==> config.mk <==
export PLATFORM = sky130hd
export DESIGN_NAME = arcade_input_cond
export DESIGN_NICKNAME = d
export VERILOG_FILES = /design/src/rtl/arcade_input_pkg.sv /design/src/rtl/arcade_coin_pulser.sv /design/src/rtl/arcade_input_cond.sv
export SDC_FILE = /design/constraint.sdc
export NUM_CORES = 1
export LEC_CHECK = 0
export ABC_CLOCK_PERIOD_IN_PS = 2500
export BUFFER_PORTS_ARGS = -buffer_cell sky130_fd_sc_hd__buf_2
export CAP_MARGIN = 0
export CORE_ASPECT_RATIO = 0.7
export CORE_UTILIZATION = 30
export DETAILED_ROUTE_END_ITERATION = 8
export SYNTH_ARGS = -nofsm -noshare
export SYNTH_HDL_FRONTEND = slang
export SYNTH_SLANG_ARGS = --single-unit
==> constraint.sdc <==
create_clock -name clk_sys -period 2.5 [get_ports clk_sys]
set_input_delay 0.25 -clock clk_sys [delete_from_list [all_inputs] [get_ports clk_sys]]
set_output_delay 0.25 -clock clk_sys [all_outputs]
set_load 0.005 [all_outputs]
==> src/rtl/arcade_input_pkg.sv <==
// Shared definitions for the arcade input conditioner: joystick bit map,
// coin FSM states and width helpers.
package arcade_input_pkg;

  localparam int unsigned JB_RIGHT  = 0;
  localparam int unsigned JB_LEFT   = 1;
  localparam int unsigned JB_DOWN   = 2;
  localparam int unsigned JB_UP     = 3;
  localparam int unsigned JB_TRIG1  = 4;
  localparam int unsigned JB_TRIG2  = 5;
  localparam int unsigned JB_START1 = 6;
  localparam int unsigned JB_START2 = 7;
  localparam int unsigned JB_COIN   = 8;
  localparam int unsigned JB_PAUSE  = 9;

  typedef enum logic [1:0] {
    IDLE  = 2'd0,
    PULSE = 2'd1,
    GAP   = 2'd2
  } coin_state_t;

  // Width of the 1 ms tick divider counter.
  function automatic int unsigned tick_width(input int unsigned clk_hz);
    int unsigned div;
    div = clk_hz / 1000;
    return (div > 1) ? $clog2(div) : 1;
  endfunction

  // Width of a ms-tick timer able to hold the largest of three durations.
  function automatic int unsigned timer_width(input int unsigned a,
                                              input int unsigned b,
                                              input int unsigned c);
    int unsigned m;
    m = a;
    if (b > m) m = b;
    if (c > m) m = c;
    return $clog2(m + 1);
  endfunction

endpackage

==> src/rtl/arcade_coin_pulser.sv <==
// One coin channel: press edge detect, saturating credit queue and a
// fixed-width pulse/gap FSM timed in ms ticks.
module arcade_coin_pulser
  import arcade_input_pkg::*;
#(
  parameter int unsigned COIN_MS = 50,
  parameter int unsigned GAP_MS  = 50,
  parameter int unsigned QDEPTH  = 3,
  parameter int unsigned TW      = 6
) (
  input  logic clk_sys,
  input  logic reset_n,
  input  logic tick,
  input  logic pause,
  input  logic coin_raw,
  output logic coin
);

  localparam int unsigned QW = $clog2(QDEPTH + 1);

  coin_state_t   state;
  logic [TW-1:0] timer;
  logic [QW-1:0] credits;
  logic          raw_q;
  logic          edge_c;
  logic          deq_c;

  assign edge_c = coin_raw & ~raw_q;
  assign deq_c  = (state == IDLE) && (credits != '0) && !pause;

  // Credit queue: a simultaneous press and dequeue leaves the count unchanged.
  always_ff @(posedge clk_sys or negedge reset_n) begin
    if (!reset_n) begin
      raw_q   <= 1'b0;
      credits <= '0;
    end else begin
      raw_q <= coin_raw;
      if (edge_c && !deq_c) begin
        if (credits != QW'(QDEPTH)) credits <= credits + QW'(1);
      end else if (!edge_c && deq_c) begin
        credits <= credits - QW'(1);
      end
    end
  end

  // Pause only blocks leaving IDLE; a started pulse and its gap always finish.
  always_ff @(posedge clk_sys or negedge reset_n) begin
    if (!reset_n) begin
      state <= IDLE;
      timer <= '0;
      coin  <= 1'b0;
    end else begin
      case (state)
        IDLE: begin
          if (deq_c) begin
            state <= PULSE;
            timer <= '0;
            coin  <= 1'b1;
          end
        end
        PULSE: begin
          if (tick) begin
            if (timer == TW'(COIN_MS - 1)) begin
              state <= GAP;
              timer <= '0;
              coin  <= 1'b0;
            end else begin
              timer <= timer + TW'(1);
            end
          end
        end
        GAP: begin
          if (tick) begin
            if (timer == TW'(GAP_MS - 1)) begin
              state <= IDLE;
              timer <= '0;
            end else begin
              timer <= timer + TW'(1);
            end
          end
        end
        default: begin
          state <= IDLE;
          timer <= '0;
          coin  <= 1'b0;
        end
      endcase
    end
  end

endmodule

==> src/rtl/arcade_input_cond.sv <==
// Conditions raw joystick words into registered INP0/INP1/INP2 game inputs.
// Optional autofire on trig1 when ARCADE_INPUT_AUTOFIRE_EN is defined.
module arcade_input_cond
  import arcade_input_pkg::*;
#(
  parameter int unsigned CLK_HZ      = 48000000,
  parameter int unsigned COIN_MS     = 50,
  parameter int unsigned GAP_MS      = 50,
  parameter int unsigned QDEPTH      = 3,
  parameter int unsigned AUTOFIRE_MS = 33
) (
  input  logic        clk_sys,
  input  logic        reset_n,
  input  logic [15:0] joy1,
  input  logic [15:0] joy2,
  input  logic        dual_controls,
  input  logic        ext_pause,
  input  logic        autofire_on,
  output logic [5:0]  inp0,
  output logic [5:0]  inp1,
  output logic [3:0]  inp2,
  output logic        pause_toggle,
  output logic        pause
);

  localparam int unsigned DIV = CLK_HZ / 1000;
  localparam int unsigned CW  = tick_width(CLK_HZ);
  localparam int unsigned TW  = timer_width(COIN_MS, GAP_MS, AUTOFIRE_MS);

  logic [CW-1:0] tick_cnt;
  logic          tick_c;
  logic [5:0]    d1_c, d2_c, p1_c, p2_c;
  logic [1:0]    trig1_c;
  logic [1:0]    start_q;
  logic [1:0]    coin;
  logic          pb_c, pb_q, toggle_next_c, pause_c;
  logic          unused_c;

  // Free-running 1 ms tick; keeps counting through pause.
  assign tick_c = (tick_cnt == CW'(DIV - 1));

  always_ff @(posedge clk_sys or negedge reset_n) begin
    if (!reset_n) tick_cnt <= '0;
    else if (tick_c) tick_cnt <= '0;
    else tick_cnt <= tick_cnt + CW'(1);
  end

  assign d1_c = {joy1[JB_TRIG2], joy1[JB_TRIG1], joy1[JB_LEFT],
                 joy1[JB_DOWN], joy1[JB_RIGHT], joy1[JB_UP]};
  assign d2_c = {joy2[JB_TRIG2], joy2[JB_TRIG1], joy2[JB_LEFT],
                 joy2[JB_DOWN], joy2[JB_RIGHT], joy2[JB_UP]};
  assign p1_c = d1_c | (dual_controls ? 6'd0 : d2_c);
  assign p2_c = d2_c | (dual_controls ? 6'd0 : d1_c);

  // Pause button toggles once per press of either stick.
  assign pb_c          = joy1[JB_PAUSE] | joy2[JB_PAUSE];
  assign toggle_next_c = pause_toggle ^ (pb_c & ~pb_q);
  assign pause_c       = pause_toggle | ext_pause;

`ifdef ARCADE_INPUT_AUTOFIRE_EN
  logic [1:0]    af_src_c, af_edge_c, af_held, af_phase;
  logic [TW-1:0] af_timer [2];

  assign af_src_c  = {p2_c[4], p1_c[4]};
  assign af_edge_c = af_src_c & ~af_held;
  assign trig1_c   = af_src_c & ({2{~autofire_on}} | af_edge_c | af_phase);
  assign unused_c  = ^{joy1[15:10], joy2[15:10]};

  // Square wave per trigger, restarted high on every press edge.
  always_ff @(posedge clk_sys or negedge reset_n) begin
    if (!reset_n) begin
      af_held  <= '0;
      af_phase <= '0;
      for (int i = 0; i < 2; i++) af_timer[i] <= '0;
    end else begin
      af_held <= af_src_c;
      for (int i = 0; i < 2; i++) begin
        if (af_edge_c[i]) begin
          af_phase[i] <= 1'b1;
          af_timer[i] <= '0;
        end else if (af_src_c[i] && tick_c) begin
          if (af_timer[i] == TW'(AUTOFIRE_MS - 1)) begin
            af_timer[i] <= '0;
            af_phase[i] <= ~af_phase[i];
          end else begin
            af_timer[i] <= af_timer[i] + TW'(1);
          end
        end
      end
    end
  end
`else
  assign trig1_c  = {p2_c[4], p1_c[4]};
  assign unused_c = ^{joy1[15:10], joy2[15:10], autofire_on};
`endif

  always_ff @(posedge clk_sys or negedge reset_n) begin
    if (!reset_n) begin
      inp0         <= '0;
      inp1         <= '0;
      start_q      <= '0;
      pb_q         <= 1'b0;
      pause_toggle <= 1'b0;
      pause        <= 1'b0;
    end else begin
      inp0         <= {p1_c[5], trig1_c[0], p1_c[3:0]};
      inp1         <= {p2_c[5], trig1_c[1], p2_c[3:0]};
      start_q      <= {joy1[JB_START2] | joy2[JB_START1],
                       joy1[JB_START1] | joy2[JB_START2]};
      pb_q         <= pb_c;
      pause_toggle <= toggle_next_c;
      pause        <= toggle_next_c | ext_pause;
    end
  end

  // Coin bits come straight from the pulser registers to keep pulse timing exact.
  assign inp2 = {coin[1], coin[0], start_q};

  arcade_coin_pulser #(
    .COIN_MS (COIN_MS),
    .GAP_MS  (GAP_MS),
    .QDEPTH  (QDEPTH),
    .TW      (TW)
  ) u_coin1 (
    .clk_sys  (clk_sys),
    .reset_n  (reset_n),
    .tick     (tick_c),
    .pause    (pause_c),
    .coin_raw (joy1[JB_COIN]),
    .coin     (coin[0])
  );

  arcade_coin_pulser #(
    .COIN_MS (COIN_MS),
    .GAP_MS  (GAP_MS),
    .QDEPTH  (QDEPTH),
    .TW      (TW)
  ) u_coin2 (
    .clk_sys  (clk_sys),
    .reset_n  (reset_n),
    .tick     (tick_c),
    .pause    (pause_c),
    .coin_raw (joy2[JB_COIN]),
    .coin     (coin[1])
  );

endmodule
# Word-level counts from Yosys, hierarchy flattened

Index checks and enable logic that the tools add are counted.

Output and inout port bits: 18
Bits in registers: 57
Bits of input ports: 37
Word-level logic and storage cells: 129

Add/subtract/negate cells: 7
Equal/unequal tests: 23
Muxes and demuxes: 37
Bitwise logic cells: 16
Reductions and logical operators: 29

Operators with widths:

| operator                                                                | number |
|---|---|
| 6-bit 2-to-1 mux                                                        | 8 |
| 2-bit 2-to-1 mux                                                        | 16 |
| 6-bit one-hot mux with 2 select lines                                   | 2 |
| 16-bit by 1-bit adder with 16-bit output, second input constant         | 1 |
| 16-bit == test, second input constant                                   | 1 |
| 16-bit 2-to-1 mux                                                       | 1 |
| 2-bit by 1-bit inequality test with 1-bit output, second input constant | 8 |
| 2-bit inequality test, second input constant                            | 8 |
| 6-bit by 1-bit adder with 6-bit output, second input constant           | 2 |
| 6-bit == test, second input constant                                    | 2 |
| 6-bit OR                                                                | 2 |
| 2-bit one-hot mux with 3 select lines                                   | 2 |
| 5-bit AND reduction                                                     | 2 |
| 1-bit logical AND                                                       | 8 |
| 2-bit AND reduction                                                     | 4 |
| 4-bit AND reduction                                                     | 2 |
| 2-bit nonzero test                                                      | 4 |
| 1-bit 2-to-1 mux                                                        | 6 |
| 1-bit one-hot mux with 3 select lines                                   | 2 |
| 1-bit zero test                                                         | 5 |
| 1-bit inverter                                                          | 5 |
| 1-bit OR                                                                | 5 |
| 2-bit by 1-bit adder with 2-bit output, second input constant           | 2 |
| 2-bit by 1-bit == test with 1-bit output, second input constant         | 2 |
| 6 further kinds                                                         | 12 |

# Longest topological paths before layout

Depth after elaboration: 7
Depth in mapped cells: 8
Mapped depth without buffers: 7

# Hierarchy

A second synthesis with hierarchy kept.

Cell total of the unflattened synthesis: 253
Area, all modules: 2,765.2 um^2

Modules (own cells, without submodules):

| module             | cells each | sequential area each (um^2) | times used | area each (um^2) |
|---|---|---|---|---|
| arcade_coin_pulser | 70         | 300.3                       | 2          | 700.7 |
| arcade_input_cond  | 113        | 825.8                       | 1          | 1,363.8 |

# Worst setup path before layout

No wires, ideal clock.

Path type: register to register
Start point: reg tick_cnt[0]
End point: reg u_coin1.timer[0]
Data required time: 2.434 ns
Cell stages (with the launch flop): 7
Clock period less this slack: 1.902 ns
Slack: 0.598 ns
Path buffers: 1
Library setup time: 0.066 ns
Data arrival time: 1.836 ns
Path through: dfrtp_1 -> ha_1 -> nand4_1 -> or4_1 -> buf_2 -> o41ai_2 -> a22o_1

Longest elaborated chain between the ends: 3

Ends and longest elaborated chain:

| item                                                       | RTL line                 | source |
|---|---|---|
| start, declared                                            | arcade_input_cond.sv:30  | `logic [CW-1:0] tick_cnt;` |
| start signal, assigned                                     | arcade_input_cond.sv:45  | `else tick_cnt <= tick_cnt + CW'(1);` |
| 16-bit == test                                             | arcade_input_cond.sv:40  | `assign tick_c = (tick_cnt == CW'(DIV - 1));` |
| 2-bit by 1-bit inequality test with 1-bit output (no line) | -                        |  |
| 2-bit AND reduction (no line)                              | -                        |  |
| end signal, assigned                                       | arcade_coin_pulser.sv:68 | `timer <= timer + TW'(1);` |
| end signal, assigned                                       | arcade_coin_pulser.sv:78 | `timer <= timer + TW'(1);` |
| end, declared                                              | arcade_coin_pulser.sv:22 | `logic [TW-1:0] timer;` |

No other way between the ends.
A chain may end at the register's enable or synchronous reset.

# Final worst setup path

Start point: reg tick_cnt[0]
End point: reg u_coin2.timer[2]

Longest elaborated chain between the ends: 3

Ends and longest elaborated chain:

| item                                                       | RTL line |
|---|---|
| 16-bit == test                                             | arcade_input_cond.sv:40 |
| 2-bit by 1-bit inequality test with 1-bit output (no line) | - |
| 2-bit AND reduction (no line)                              | - |
| end signal, assigned                                       | arcade_coin_pulser.sv:68 |
| end signal, assigned                                       | arcade_coin_pulser.sv:78 |
| end, declared                                              | arcade_coin_pulser.sv:22 |

No other way between the ends.

==> flow_summary.json <==
{
  "status": "finished, final reports clean",
  "final_cell_area_um2": 3440,
  "ir_drop_mv": 0.393,
  "vias_per_cell": 4.84,
  "gp_congestion": 0.765,
  "cts_root_buf": "clkbuf_16",
  "dr_total_vias": 2180,
  "die_y_um": 82.3,
  "yosys_most_used_dff": "dfrtp_1",
  "initial_core_util": 0.318,
  "grt.overflow.total": 0,
  "setup_ws_ns": 0.276,
  "seq_area_um2": 1430,
  "hold_viol": 0,
  "reg2reg_to": "u_coin2.timer[2]",
  "slowest_stage": "or4_1",
  "place_area_um2": 3130,
  "drtIter0Drc": 142,
  "synth_area_um2": 2760,
  "rows": 28,
  "multi_input_area_um2": 1230,
  "cp.arrival_ns": 2.47,
  "dp_hpwl_mm": 3.83,
  "routed_wl_mm": 5.36,
  "drt-wirelength-per-cell_um": 11.9,
  "antenna_found_initial": 0,
  "crit_chain": "ha_1 -> nand4_1 -> or4_1 -> nor3_1 -> nand3_1 -> o21ai_1",
  "postCtsHoldBufs": 1,
  "drv_slew": 0,
  "critPathLaunch": "tick_cnt[0]",
  "crit_path_end_kind": "flip-flop",
  "ys_async_sr_fraction": 1.00,
  "drtAntennaViolNets": 0,
  "setup.worst_path.end": "u_coin2.timer[2]",
  "fmax_mhz": 450,
  "synth_area_per_cell_um2": 10.0,
  "synth_sequential_area_ratio": 0.516,
  "area_growth_pct": 24.4,
  "synthCells": 276,
  "tns_ns": 0,
  "cts_buffers": 9,
  "core_um2": 8690,
  "grt_pass1_wl_mm": 8.91,
  "cts.clk_slew.worst_paths_ns": 0.05,
  "utilization": 0.396,
  "die-area_um2": 9610,
  "reg2reg_from": "tick_cnt[0]",
  "slowest_delay_ns": 0.78,
  "cts_buffer_depth": 2,
  "fillCellCount": 874,
  "cp.required_ns": 2.75,
  "place_ws_ns": 0.267,
  "drv_cap": 0,
  "r2r_slack_ns": 0.28,
  "drive_gt1_frac": 0.206,
  "crit_type": "flip-flop to flip-flop",
  "io_buffers": 41,
  "ys_ff_latch": 57,
  "worstRegToRegCells": 6,
  "nNetsFinal": 374,
  "clock_sinks": 57,
  "insertion_delay_ns": 0.33,
  "worstMarginPinSlew_ns": 0.504,
  "rsz0062_at_grt": "no",
  "critPathLaunchType": "flip-flop",
  "grt_max_degree": 27,
  "synth.distinct_cells": 42,
  "grt_pass1_vias": 1944,
  "min_path_type": "input pin to flip-flop",
  "grt_usage": 0.124,
  "diodes": 0,
  "htreeDepth": 3,
  "cp_max_fo": 9,
  "drt-pass1-iter-count": 4,
  "timing.final.crit_share": 0.889,
  "cts_resized": 0,
  "p_per_area_nw_per_um2": 689,
  "ys_warn_count": 0,
  "leakage_nw": 1.58,
  "setup_viol": 0,
  "relSlewSlack": 0.661,
  "synth_fp_nets": 324,
  "drc": 0,
  "cts_tree": "built",
  "synth_edf_count": 0,
  "io_pins": 55,
  "post_cts_buffers": 0,
  "clock_skew_ns": 0.00835,
  "die_w_um": 117,
  "fin_crit_ns": 2.22
}
## stage by stage
step | hold WS (ns) | power, mW | instances
6_report | 0.0436 | 2.37 | 450
5_1_grt | 0.0361 | 2.47 | 450
4_1_cts | 0.0312 | 2.42 | 450
3_5_place_dp | 0.214 | 1.18 | 434
3_3_place_gp | 0.210 | 1.18 | 434
2_1_floorplan | -0.0456 | 1.10 | 276
## how the worst min path moves through the flow
stage / from / end / slack, ns / cells past startpoint
3_5_place_dp: reset_n / tick_cnt[10] / 0.21 / 1
3_3_place_gp: reset_n / tick_cnt[7] / 0.21 / 1
5_1_grt: joy1[8] / u_coin1.raw_q / 0.04 / 1
2_1_floorplan: reset_n / inp0[0] / -0.05 / 0
4_1_cts: joy2[8] / u_coin2.raw_q / 0.03 / 1
6_report: joy2[8] / u_coin2.raw_q / 0.04 / 1
## kinds of logic after synthesis
family,count (synthesis),synth area share
buffers and inverters,25,0.0394
adder cells (fa/ha/maj),11,0.0498
flip-flops,57,0.516
AO/OA/AOI/OAI,76,0.173
AND/OR/NAND/NOR,91,0.170
XOR/XNOR,14,0.0444
multiplexers,2,0.00724
## power by group
part / total [mW] / internal (mW) / switching [mW] / leakage [nW]
Combinational: 0.153 / 0.0756 / 0.0775 / 0.741
Clock: 1.20 / 0.789 / 0.414 / 0.144
Sequential: 1.01 / 0.970 / 0.0433 / 0.695
## cells in the final DEF (no fill, tap or decap), drive strengths merged, types with 5 or more instances in the layout
master	synthesis	layout
clkbuf	3	10
dfrtp	57	57
nand2	15	15
o31ai	7	7
o21ai	21	21
xnor2	9	9
ha	11	11
nand3	12	12
nor2	22	22
xor2	5	5
buf	6	47
a21o	14	14
nand4	7	7
inv	16	16
a21oi	20	20
nor3	7	7
## Yosys cell counts, drive strengths merged, types with 2 or more instances
master	instances	share of area
a21oi	20	0.036
o21ai	21	0.038
nand2b	2	0.0045
nor2	22	0.030
o22ai	2	0.0045
or3	4	0.0091
dfrtp	57	0.52
o31ai	7	0.019
nand3	12	0.022
xnor2	9	0.029
buf	6	0.014
a31oi	2	0.0045
o21a	2	0.0054
nor4	3	0.0068
mux2i	2	0.0072
clkbuf	3	0.0041
nand4	7	0.016
nor3	7	0.013
or2	4	0.0091
and4	2	0.0063
a21o	14	0.038
inv	16	0.022
nand2	15	0.020
nand3b	2	0.0054
and3	4	0.0091
ha	11	0.050
a22o	2	0.0063
xor2	5	0.016
o31a	2	0.0063
## layout make-up
type                    instances  share of cell area
repair buffers                 48              0.0793
multi-input cells             194               0.359
clock buffers                  10              0.0695
well taps                     120              0.0437
flip-flops and latches         57               0.415
inverters                      16              0.0175
clock inverters                 5              0.0164
## worst max-delay path, delay by kind of cell, from the launching register on
| kind | cells | cell delay [ns] |
|---|---|---|
| AND/OR/NAND/NOR | 4 | 1.43 |
| AO/OA/AOI/OAI | 1 | 0.12 |
| flip-flops | 1 | 0.38 |
| adder cells (fa/ha/maj) | 1 | 0.22 |
## routing by layer
| metal | track usage | vias to the layer above | wire [µm] |
|---|---|---|---|
| met2 | 0.161 | 61 | 2160 |
| met1 | 0.170 | 1039 | 2780 |
| li1 | - | 1075 | - |
| met5 | 0 | - | 0 |
| met3 | 0.0613 | 5 | 359 |
| met4 | 0.0544 | 0 | 59 |
## sequential cells by signal (all words and copies together) (netlist names), 2 cells and up
signal / count
tick_cnt: 16
inp0: 6
inp1: 6
u_coin1.timer: 6
u_coin2.timer: 6
start_q: 2
u_coin1.credits: 2
u_coin1.state: 2
u_coin2.credits: 2
u_coin2.state: 2
Power figures use the tool's default switching activity.
